--- src/rtl/pc_sequencer.sv ---
// pc_sequencer -- program-counter unit for the CPU fetch stage.
//
// Holds the current fetch address and picks the next one from, highest
// priority first: branch, call, jump, return, sequential (pc + STEP).
// Every loaded target has its low log2(STEP) bits cleared.
// All state advances only while pc_write_i is high, so hazard logic can
// stall fetch.
//
// Optional feature macro: PC_SEQUENCER_RAS_EN
//   defined   : a RAS_DEPTH-entry circular return-address stack is built.
//               A call pushes pc + STEP and a return pops it.
//   undefined : no stack is built. A call acts as a plain jump and a
//               return is ignored. The RAS status outputs read 0.
//
// Ports:
//   clk_i            clock; all state updates on the rising edge
//   rst_n            synchronous active-low reset
//   pc_write_i       update enable (0 holds every piece of state)
//   branch_i         branch redirect request, target branch_target_i
//   jump_i / call_i  jump / call request, target jump_target_i
//   ret_i            return request (pop)
//   pc_o             current PC (registered)
//   pc_plus_o        pc_o + STEP modulo 2^WIDTH (combinational)
//   ras_count_o      number of valid stack entries
//   ras_ovf_o        sticky: a push dropped the oldest entry
//   ras_unf_o        sticky: a pop found the stack empty
module pc_sequencer #(
  parameter int unsigned      WIDTH     = 16,
  parameter int unsigned      STEP      = 4,
  parameter logic [WIDTH-1:0] RESET_VEC = {WIDTH{1'b0}},
  parameter int unsigned      RAS_DEPTH = 4
) (
  input  logic                       clk_i,
  input  logic                       rst_n,
  input  logic                       pc_write_i,
  input  logic                       branch_i,
  input  logic [WIDTH-1:0]           branch_target_i,
  input  logic                       jump_i,
  input  logic                       call_i,
  input  logic [WIDTH-1:0]           jump_target_i,
  input  logic                       ret_i,
  output logic [WIDTH-1:0]           pc_o,
  output logic [WIDTH-1:0]           pc_plus_o,
  output logic [$clog2(RAS_DEPTH):0] ras_count_o,
  output logic                       ras_ovf_o,
  output logic                       ras_unf_o
);

  // STEP is a power of two, so STEP-1 is exactly the set of low bits to clear.
  localparam logic [WIDTH-1:0] ALIGN_MASK = ~(WIDTH'(STEP - 32'd1));

  function automatic logic [WIDTH-1:0] align_addr(input logic [WIDTH-1:0] addr);
    return addr & ALIGN_MASK;
  endfunction

  logic [WIDTH-1:0] pc_r;
  logic [WIDTH-1:0] pc_plus_s;
  logic [WIDTH-1:0] pc_next_s;

  assign pc_plus_s = pc_r + WIDTH'(STEP);
  assign pc_o      = pc_r;
  assign pc_plus_o = pc_plus_s;

`ifdef PC_SEQUENCER_RAS_EN
  localparam int unsigned PW = $clog2(RAS_DEPTH);
  localparam int unsigned CW = PW + 1;

  // ras_ptr_r names the next free slot. The top entry is at ras_ptr_r - 1.
  // When the stack is full, the next free slot holds the oldest entry, so a
  // push there overwrites the oldest entry.
  logic [WIDTH-1:0] ras_mem_r [RAS_DEPTH];
  logic [PW-1:0]    ras_ptr_r;
  logic [CW-1:0]    ras_count_r;
  logic             ras_ovf_r;
  logic             ras_unf_r;
  logic [PW-1:0]    ras_top_idx_s;
  logic             ras_full_s;
  logic             ras_empty_s;
  logic             push_s;
  logic             pop_s;
  logic             unf_hit_s;

  assign ras_top_idx_s = ras_ptr_r - PW'(1);
  assign ras_full_s    = (ras_count_r == CW'(RAS_DEPTH));
  assign ras_empty_s   = (ras_count_r == CW'(0));
  assign ras_count_o   = ras_count_r;
  assign ras_ovf_o     = ras_ovf_r;
  assign ras_unf_o     = ras_unf_r;
`else
  // Return requests have no effect without a stack.
  logic ras_unused_s;
  assign ras_unused_s = ret_i;
  assign ras_count_o  = {($clog2(RAS_DEPTH) + 1){1'b0}};
  assign ras_ovf_o    = 1'b0;
  assign ras_unf_o    = 1'b0;
`endif

  // Next-PC priority select and stack operation decode.
  always_comb begin
    pc_next_s = pc_plus_s;
`ifdef PC_SEQUENCER_RAS_EN
    push_s    = 1'b0;
    pop_s     = 1'b0;
    unf_hit_s = 1'b0;
`endif
    if (branch_i) begin
      pc_next_s = align_addr(branch_target_i);
    end else if (call_i) begin
      pc_next_s = align_addr(jump_target_i);
`ifdef PC_SEQUENCER_RAS_EN
      push_s    = 1'b1;
`endif
    end else if (jump_i) begin
      pc_next_s = align_addr(jump_target_i);
`ifdef PC_SEQUENCER_RAS_EN
    end else if (ret_i) begin
      if (!ras_empty_s) begin
        pc_next_s = align_addr(ras_mem_r[ras_top_idx_s]);
        pop_s     = 1'b1;
      end else begin
        // An empty stack falls through to the sequential address.
        pc_next_s = pc_plus_s;
        unf_hit_s = 1'b1;
      end
`endif
    end else begin
      pc_next_s = pc_plus_s;
    end
  end

  // PC register.
  always_ff @(posedge clk_i) begin
    if (!rst_n) begin
      pc_r <= align_addr(RESET_VEC);
    end else if (pc_write_i) begin
      pc_r <= pc_next_s;
    end
  end

`ifdef PC_SEQUENCER_RAS_EN
  // Stack pointer, count and sticky flags.
  always_ff @(posedge clk_i) begin
    if (!rst_n) begin
      ras_ptr_r   <= {PW{1'b0}};
      ras_count_r <= {CW{1'b0}};
      ras_ovf_r   <= 1'b0;
      ras_unf_r   <= 1'b0;
    end else if (pc_write_i) begin
      if (push_s) begin
        ras_ptr_r <= ras_ptr_r + PW'(1);
        if (ras_full_s) begin
          ras_ovf_r <= 1'b1;
        end else begin
          ras_count_r <= ras_count_r + CW'(1);
        end
      end else if (pop_s) begin
        ras_ptr_r   <= ras_top_idx_s;
        ras_count_r <= ras_count_r - CW'(1);
      end else if (unf_hit_s) begin
        ras_unf_r <= 1'b1;
      end
    end
  end

  // Stack storage. It has no reset because entries past the count are never read.
  always_ff @(posedge clk_i) begin
    if (rst_n && pc_write_i && push_s) begin
      ras_mem_r[ras_ptr_r] <= pc_plus_s;
    end
  end
`endif

endmodule

--- config.mk ---
export PLATFORM = sky130hd
export DESIGN_NAME = pc_sequencer
export DESIGN_NICKNAME = d
export VERILOG_FILES = /design/src/rtl/pc_sequencer.sv
export SDC_FILE = /design/constraint.sdc
export NUM_CORES = 1
export LEC_CHECK = 0
export ABC_AREA = 0
export CAP_MARGIN = 40
export CORE_UTILIZATION = 30
export DETAILED_ROUTE_END_ITERATION = 8
export DONT_BUFFER_PORTS = 1
export HOLD_SLACK_MARGIN = 0.08
export RECOVER_POWER = 50
export SYNTH_ARGS = -nofsm -noshare
export SYNTH_HDL_FRONTEND = slang
export SYNTH_SLANG_ARGS = --single-unit
--- constraint.sdc ---
create_clock -name clk_i -period 1.8 [get_ports clk_i]
set_input_delay 0.36 -clock clk_i [delete_from_list [all_inputs] [get_ports clk_i]]
set_output_delay 0.36 -clock clk_i [all_outputs]
set_load 0.02 [all_outputs]
==> metrics, run 1 <==
largest net degree at the start of global routing=26; n_diodes=0; DP Wirelength=2.61 mm; reg2reg end=pc_o[12]$_SDFFE_PN0P_; largest family of logic cells by synthesized area=compound AO/OA/AOI/OAI gates; pwr/cell area=608 nW/um^2; num rows=22; fin nets=229; multiplexer share of the synthesized area=0; Die W=63.8 microns; Root Driver=clkbuf_8; Core Region=3660 sq um; Post-CTS Hold Fix Bufs=0; Crit Path Max Fanout=6; Max Fclk=532 MHz; number of flops mapped to enable cells by yosys=0; Seq/Total Area, Yosys=0.244; effective utilization at floorplan=0.313; status=complete, but fails checks; vias in the first global route=1154; max reg flops=14; Synth cell types=39; Top FF cell, synth=dfxtp_1; Setup violations, final=7; failing checks=design-rule violations, negative setup slack; latest clock arrival within the worst-skew pair=0.25 ns; IO buf count=0; Die ar.=4080 sq um; critical path data required time=1.44 ns; die height=63.8 microns; final period utilization=1.04; worst vdd ir=398 uV; routed vias/inst=5.34; final instance area=1510 sq um; vias after detailed routing=1255; clk_skew=0.00357 ns; post-DR wirelength/cell=15.5 microns; Adder-Cell Fraction of Synth Area=0.0109; first drt pass iteration count=6; CP startpoint=pc_o[2]$_SDFFE_PN0P_; Critical Setup Path Class=reg -> out; CP endpoint=pc_plus_o[9]; synthesized area=1150 sq um; Synth async-reset ratio=0; ranking of synthesized cells by area=dfxtp_1 (24%), o21ai_0 (8.7%), buf_4 (6.5%); Final Max Slew Viols=0; Fin. Hold Viols=0; clock sinks=14; first-pass GRT wire length=5.46 mm; Ys Warns=0; xor/xnor share of the synthesized area=0.0763; initial antenna violation count=0; number of synthesized register bits=14; routability cong.=0.767; clock-pin transition on the worst setup and hold timing paths=0.06 ns; DR iter-0 viols=22; Max clock buf depth=2; max cap viols=0; Yosys top cell by area=dfxtp_1; DR DRC count=1; commonest cells after routing, fill and taps aside=buf_4 (27), o21ai_0 (19), nand2_1 (16); Design Power=0.919 mW; Compound-Gate Fraction of Synth Area=0.289; post-route setup slack=-0.0785 ns; number of routed nets with antenna violations=0; GRT Util Overall=0.174; reg2reg start=pc_o[3]$_SDFFE_PN0P_; H-tree levels=1; total wire length=3.65 mm; worst-margin pin slew=0.678 ns; Worst Reg2Reg Path Length in Cells=5; post-place setup slack=0.0850 ns; placed inst area=1310 sq um; Worst Hold Class=in -> reg; IO Count=76; Post-Synth Simple-Gate Area=0.254; share of the synthesized area in the top cell type=0.244; element type at the critical path end=primary output; startpoint types=register; CP arrival=1.52 ns; relative slew slack=0.548; setup repair after global routing missed its margin=yes; Mean Syn Cell Area=7.08 sq um; area grow syn2layout=31.7%; worst reg2reg setup slack=0.11 ns; TritonCTS clock tree=yes; Tmin final=1.88 ns; GR Overflow Total=0; cts bufs inserted=3; # fillers=393; P_leak=0.639 nW; Post-Synthesis Cells=162; most common cell after layout, fill and taps aside=buf_4; layout cells sized above 1=0.305
## power by group
part	total (mW)	switching, mW	internal [mW]
Sequential	0.366	0.0321	0.334
Combinational	0.290	0.176	0.114
Clock	0.263	0.115	0.148
Total	0.919	0.323	0.596
## cell type report
cell class	instances	area [sq um]	share of cell area
well taps	48	60.1	0.0397
inverters	9	33.8	0.0224
repair buffers	32	233	0.154
multi-input cells	129	852	0.564
flip-flops and latches	14	292	0.193
clock buffers	3	41.3	0.0273
## cell usage after synthesis (2+ instances only)
cell type / count
o211ai_1: 3
nand4_1: 4
or3_1: 2
clkbuf_1: 6
and3_1: 2
inv_1: 9
xor2_1: 2
dfxtp_1: 14
a21oi_1: 6
nand3_1: 6
a311o_1: 3
o21ai_0: 20
nand2_1: 20
xnor2_1: 8
a31oi_1: 8
o21a_1: 2
and4_2: 2
buf_4: 10
and4_1: 2
a21o_1: 2
nor2_1: 12
and2_1: 2
## metrics by stage
stage                     hold slack (ns)   util  instances  TNS [ns]
after floorplan                     0.518      -        170         0
after global placement              0.467  0.357        223         0
after detailed placement            0.469  0.357        223         0
after CTS                           0.201  0.397        231    -0.210
after global routing                0.196  0.413        235     -1.02
final                               0.204  0.413        235    -0.363
## routing by layer
metal	track usage	up-vias	part of all wire
met4	0.0284	0	0.0052
met3	0.0679	4	0.090
met5	0	-	0
li1	-	621	-
met1	0.216	575	0.43
met2	0.287	55	0.47
## worst min path at each step
stage	start	endpoint	cells after the start
finish	pc_write_i	pc_o[6]$_SDFFE_PN0P_	1
global route	pc_write_i	pc_o[6]$_SDFFE_PN0P_	1
floorplan	pc_o[3]$_SDFFE_PN0P_	pc_o[3]$_SDFFE_PN0P_	2
global placement	pc_write_i	pc_o[5]$_SDFFE_PN0P_	1
CTS	pc_write_i	pc_o[6]$_SDFFE_PN0P_	1
detailed placement	pc_write_i	pc_o[5]$_SDFFE_PN0P_	1
## worst max-delay path: stages (launching register included)
cell     delay [ns]
dfxtp_4        0.37
buf_8          0.13
and4_4         0.23
buf_4          0.12
nand4_1        0.08
xnor2_1        0.17
buf_4          0.17
## logic make-up (layout without fill, tap and decap cells)
group	Yosys count	after routing
buf+inv	27	44
other cells	1	9
simple gates	57	57
compound gates	52	52
fa+ha+maj	1	1
flops	14	14
xor+xnor	10	10
## repair_timing
item                                    in CTS  in global routing
gates resized for setup                     20                 10
setup buffers                                5                  4
endpoints found under the setup margin      10                  9
pin swaps                                    5                  7
endpoints found under the hold margin        0                  0
(Power assumes the default switching activity.)
==> run 2: changes to the inputs <==
==> constraint.sdc (replaced) <==
create_clock -name clk_i -period 1.83 [get_ports clk_i]
set_input_delay 0.366 -clock clk_i [delete_from_list [all_inputs] [get_ports clk_i]]
set_output_delay 0.366 -clock clk_i [all_outputs]
set_load 0.02 [all_outputs]
==> run 2 against run 1 <==
Against the previous run: the run ends with negative setup slack left; register-to-register slack barely moved; global-route usage is 0.49 points lower; critical path type unchanged; clock-buffer cell count rose by 1; non-clock buffer count fell by 8.
==> metrics, run 2 (synthesis results as in run 1) <==
Die W=63.8 microns (unchanged); DP Wirelength=2.65 mm (was 2.61 mm); max reg flops=14 (unchanged); vias after detailed routing=1226 (was 1255); Root Driver=clkbuf_8 (unchanged); Critical Setup Path Class=reg -> out (unchanged); pwr/cell area=657 nW/um^2 (was 608 nW/um^2); post-DR wirelength/cell=15.5 microns (about the same); Die ar.=4080 sq um (unchanged); Worst Hold Class=in -> reg (unchanged); # fillers=412 (was 393); Fin Hold WS=0.209 ns (was 0.204 ns); crit-path cells=ha_2, and4_2, nand4_1, xor2_2, inv_2 (was buf_8, and4_4, buf_4, nand4_1, xnor2_1, buf_4); startpoint types=register (unchanged); vias in the first global route=1161 (was 1154); critical path data required time=1.46 ns (was 1.44 ns); clock-pin transition on the worst setup and hold timing paths=0.06 ns (about the same); Core Region=3660 sq um (unchanged); DR iter-0 viols=50 (was 22); Crit Path Max Fanout=4 (was 6); element type at the critical path end=primary output (unchanged); largest net degree at the start of global routing=26 (unchanged); total wire length=3.53 mm (was 3.65 mm); GR Overflow Total=0 (unchanged); # placed instances=222 (was 223); Post-CTS Hold Fix Bufs=0 (unchanged); first drt pass iteration count=4 (was 6); setup repair after global routing missed its margin=yes (unchanged); fin nets=221 (was 229); max cap viols=0 (unchanged); clock sinks=14 (unchanged); routability cong.=0.730 (was 0.767); Max Fclk=520 MHz; Largest stage delay, worst path=0.33 ns (was 0.37 ns); effective utilization at floorplan=0.313 (unchanged); P_leak=0.580 nW (was 0.639 nW); GRT Util Overall=0.169 (was 0.174); latest clock arrival within the worst-skew pair=0.24 ns (was 0.25 ns); die height=63.8 microns (unchanged); Final Max Slew Viols=0 (unchanged); final period utilization=1.05; failing checks=negative setup slack (was design-rule violations, negative setup slack); TritonCTS clock tree=yes (unchanged); worst vdd ir=245 uV (was 398 uV); Layout Cells excl Fill=228 (was 235); routed vias/inst=5.38 (was 5.34); Fin. Hold Viols=0 (unchanged); number of routed nets with antenna violations=0 (unchanged); Design Power=0.926 mW (was 0.919 mW); CP arrival=1.56 ns (was 1.52 ns); post-route setup slack=-0.0917 ns (was -0.0785 ns); layout cells sized above 1=0.244 (was 0.305); IO Count=76 (unchanged); area grow syn2layout=22.9% (was 31.7%); num rows=22 (unchanged); clk_skew=0.00262 ns (was 0.00357 ns); status=complete, but fails checks (unchanged); post-place setup slack=0.104 ns (was 0.0850 ns); initial antenna violation count=0 (unchanged); Tmin final=1.92 ns; n_diodes=0 (unchanged); H-tree levels=1 (unchanged); first-pass GRT wire length=5.39 mm (was 5.46 mm); IO buf count=0 (unchanged); DR DRC count=0 (was 1); commonest cells after routing, fill and taps aside=o21ai_0 (20), buf_4 (20), nand2_1 (18) (was buf_4 (27), o21ai_0 (19), nand2_1 (16)); Setup violations, final=4 (was 7); relative slew slack=0.512 (was 0.548); worst-margin pin slew=0.732 ns (was 0.678 ns); cts bufs inserted=3 (unchanged); Max clock buf depth=2 (unchanged); Slowest-stage cell, CP=dfxtp_2 (was dfxtp_4)
-- run 2: cell count changes in the layout (fill, tap and decap cells not counted), sizes merged --
cell,change
clkbuf,+1
buf,-8
-- run 2: repair_timing --
item                                    in CTS  in global routing
gates resized for setup                     12                  5
buffers inserted                             1                  1
pin swaps                                    1                  2
endpoints found under the setup margin      10                 10
-- run 2: routing by layer --
layer,vias to the layer above,share of wire,GRT usage
li1,604,-,-
met1,559,0.42,0.209
met2,61,0.47,0.289
met3,2,0.11,0.0554
met4,0,0.0023,0.0256
met5,-,0,0
-- run 2: worst max-delay path, delay by kind of cell, from the launching register on --
kind | cells | cell delay, ns
buffers and inverters | 1 | 0.11
flip-flops | 1 | 0.33
adder cells (fa/ha/maj) | 1 | 0.23
AND/OR/NAND/NOR | 2 | 0.43
XOR/XNOR | 1 | 0.22
-- run 2: path summary, 6_finish.rpt --
| check | startpoint | endpoint | slack [ns] | cells after the start |
|---|---|---|---|---|
| worst max register to register | pc_o[3]$_SDFFE_PN0P_ | pc_o[12]$_SDFFE_PN0P_ | 0.12 | 5 |
| worst min register to register | pc_o[4]$_SDFFE_PN0P_ | pc_o[4]$_SDFFE_PN0P_ | 0.60 | 2 |
| worst min-delay path | pc_write_i | pc_o[6]$_SDFFE_PN0P_ | 0.21 | 1 |
| worst max-delay path | pc_o[3]$_SDFFE_PN0P_ | pc_plus_o[14] | -0.09 | 5 |
-- run 2: cell type report --
type,instances,area [sq um],share of cell area
Inverter,9,33.8,0.0240
Multi-Input combinational cell,129,811,0.575
Timing Repair Buffer,24,165,0.117
Clock buffer,4,55.1,0.0390
Sequential cell,14,285,0.202
Tap cell,48,60.1,0.0426
-- run 2: report_power, final --
part	internal (mW)	switching, mW	total [mW]
sequential	0.329	0.0271	0.357
clock	0.191	0.111	0.301
combinational	0.0974	0.171	0.268
total	0.617	0.309	0.926
-- run 2: stage by stage --
step	utilization	area [sq um]	setup TNS (ns)
after floorplan	-	1180	0
final	0.385	1410	-0.233
after global routing	0.385	1410	-0.792
after detailed placement	0.355	1300	0
after CTS	0.381	1400	-0.208
after global placement	0.355	1300	0
==> run 3: changes to the inputs <==
--- a/config.mk
+++ b/config.mk
@@ -11,7 +11,6 @@
 export DETAILED_ROUTE_END_ITERATION = 8
 export DONT_BUFFER_PORTS = 1
 export HOLD_SLACK_MARGIN = 0.08
-export RECOVER_POWER = 50
 export SYNTH_ARGS = -nofsm -noshare
 export SYNTH_HDL_FRONTEND = slang
 export SYNTH_SLANG_ARGS = --single-unit
==> run 3 against run 2 <==
Against the previous run: the run still ends with negative setup slack left; final cell count is the same; power grew 0.74%; global-route usage is the same; first-iteration DRC count grew 8.0%; register-to-register slack is essentially flat; combinational power grew 2%; sequential power is essentially flat; critical endpoint unchanged.
==> metrics, run 3 (synthesis results as in run 1) <==
Worst Hold Class=in -> reg (unchanged); Die W=63.8 microns (unchanged); max reg flops=14 (unchanged); Fin. Hold Viols=0 (unchanged); final instance area=1430 sq um (was 1410 sq um); layout cells sized above 1=0.278 (was 0.244); placed inst area=1300 sq um (unchanged); Final Max Slew Viols=0 (unchanged); IO buf count=0 (unchanged); initial antenna violation count=0 (unchanged); worst vdd ir=245 uV (about the same); Crit Path Max Fanout=4 (unchanged); die height=63.8 microns (unchanged); Tmin final=1.92 ns (about the same); GRT Util Overall=0.169 (unchanged); post-DR wirelength/cell=15.5 microns (about the same); routability cong.=0.730 (unchanged); H-tree levels=1 (unchanged); pwr/cell area=654 nW/um^2 (was 657 nW/um^2); Critical Setup Path Class=reg -> out (unchanged); IO Count=76 (unchanged); latest clock arrival within the worst-skew pair=0.25 ns (was 0.24 ns); Largest stage delay, worst path=0.33 ns (about the same); routed vias/inst=5.33 (was 5.38); setup repair after global routing missed its margin=yes (unchanged); area grow syn2layout=24.3% (was 22.9%); Root Driver=clkbuf_8 (unchanged); DR iter-0 viols=54 (was 50); largest net degree at the start of global routing=26 (unchanged); startpoint types=register (unchanged); number of routed nets with antenna violations=0 (unchanged); num rows=22 (unchanged); n_diodes=0 (unchanged); failing checks=negative setup slack (unchanged); effective utilization at floorplan=0.313 (unchanged); worst-margin pin slew=0.528 ns (was 0.732 ns); Post-CTS Hold Fix Bufs=0 (unchanged); final period utilization=1.05 (about the same); Max clock buf depth=2 (unchanged); commonest cells after routing, fill and taps aside=buf_4 (24), o21ai_0 (20), nand2_1 (18) (was o21ai_0 (20), buf_4 (20), nand2_1 (18)); Fin Hold WS=0.211 ns (was 0.209 ns); DR DRC count=0 (unchanged); first drt pass iteration count=4 (unchanged); Fin Setup TNS=-0.242 ns (was -0.233 ns); clk_skew=0.00332 ns (was 0.00262 ns); vias after detailed routing=1215 (was 1226); element type at the critical path end=primary output (unchanged); TritonCTS clock tree=yes (unchanged); Core Region=3660 sq um (unchanged); crit-path cells=ha_2, and4_2, nand4_1, xor2_2, inv_2 (unchanged); Largest delay share family, worst path=simple AND/OR/NAND/NOR gates (unchanged); Design Power=0.933 mW (was 0.926 mW); clock sinks=14 (unchanged); WP buf/inv=1 (unchanged); clock-pin transition on the worst setup and hold timing paths=0.06 ns (about the same); first-pass GRT wire length=5.39 mm (unchanged); post-route setup slack=-0.0906 ns (was -0.0917 ns); Max Fclk=521 MHz (was 520 MHz); relative slew slack=0.646 (was 0.512); Setup violations, final=4 (unchanged); Die ar.=4080 sq um (unchanged); GR Overflow Total=0 (unchanged); fin nets=221 (unchanged); critical path data required time=1.46 ns (about the same); cts bufs inserted=3 (unchanged); max cap viols=0 (unchanged); most common cell after layout, fill and taps aside=buf_4; vias in the first global route=1161 (unchanged); CP arrival=1.55 ns (was 1.56 ns); P_leak=0.598 nW (was 0.580 nW); Slowest-stage cell, CP=dfxtp_2 (unchanged); total wire length=3.54 mm (was 3.53 mm); DP Wirelength=2.65 mm (unchanged); status=complete, but fails checks (unchanged)
-- run 3: cell types whose count changed in the layout (fill, tap and decap cells not counted) --
cell,change
buf_4,+4
clkbuf_1,-4
dfxtp_1,-1
dfxtp_2,+1
or2_0,-1
or2_2,+1
-- run 3: final timing paths --
kind | start | cells past startpoint | endpoint | slack, ns
max | pc_o[2]$_SDFFE_PN0P_ | 5 | pc_plus_o[14] | -0.09
min | pc_write_i | 1 | pc_o[6]$_SDFFE_PN0P_ | 0.21
max reg2reg | pc_o[2]$_SDFFE_PN0P_ | 5 | pc_o[12]$_SDFFE_PN0P_ | 0.12
min reg2reg | pc_o[8]$_SDFFE_PN0P_ | 2 | pc_o[8]$_SDFFE_PN0P_ | 0.57
-- run 3: power breakdown --
| group | switching (mW) | internal (mW) |
|---|---|---|
| Combinational | 0.171 | 0.103 |
| Sequential | 0.0272 | 0.330 |
| Clock | 0.112 | 0.191 |
| Total | 0.310 | 0.623 |
-- run 3: final cells by class --
class / count / area (sq um)
Timing Repair Buffer: 24 / 180
Sequential cell: 14 / 287
Inverter: 9 / 33.8
Multi-Input combinational cell: 129 / 811
Clock buffer: 4 / 55.1
Fill cell: 406 / 2230
Tap cell: 48 / 60.1
-- run 3: routing by layer --
layer,global-route usage,routed length [microns]
met1,0.209,1550
met2,0.289,1680
met5,0,0
met3,0.0554,298
met4,0.0256,8
-- run 3: what timing repair did --
action,4_1_cts,5_1_grt
endpoints found under the setup margin,10,10
pin swaps,1,2
resized for setup,12,5
buffers inserted,1,1
-- run 3: per-stage QoR --
| step | worst slack (ns) | std cells | utilization |
|---|---|---|---|
| 6_report | -0.0906 | 228 | 0.390 |
| 5_1_grt | -0.156 | 228 | 0.390 |
| 4_1_cts | -0.0674 | 227 | 0.381 |
| 3_5_place_dp | 0.104 | 222 | 0.355 |
| 3_3_place_gp | 0.114 | 222 | 0.355 |
| 2_1_floorplan | 0.0463 | 170 | - |
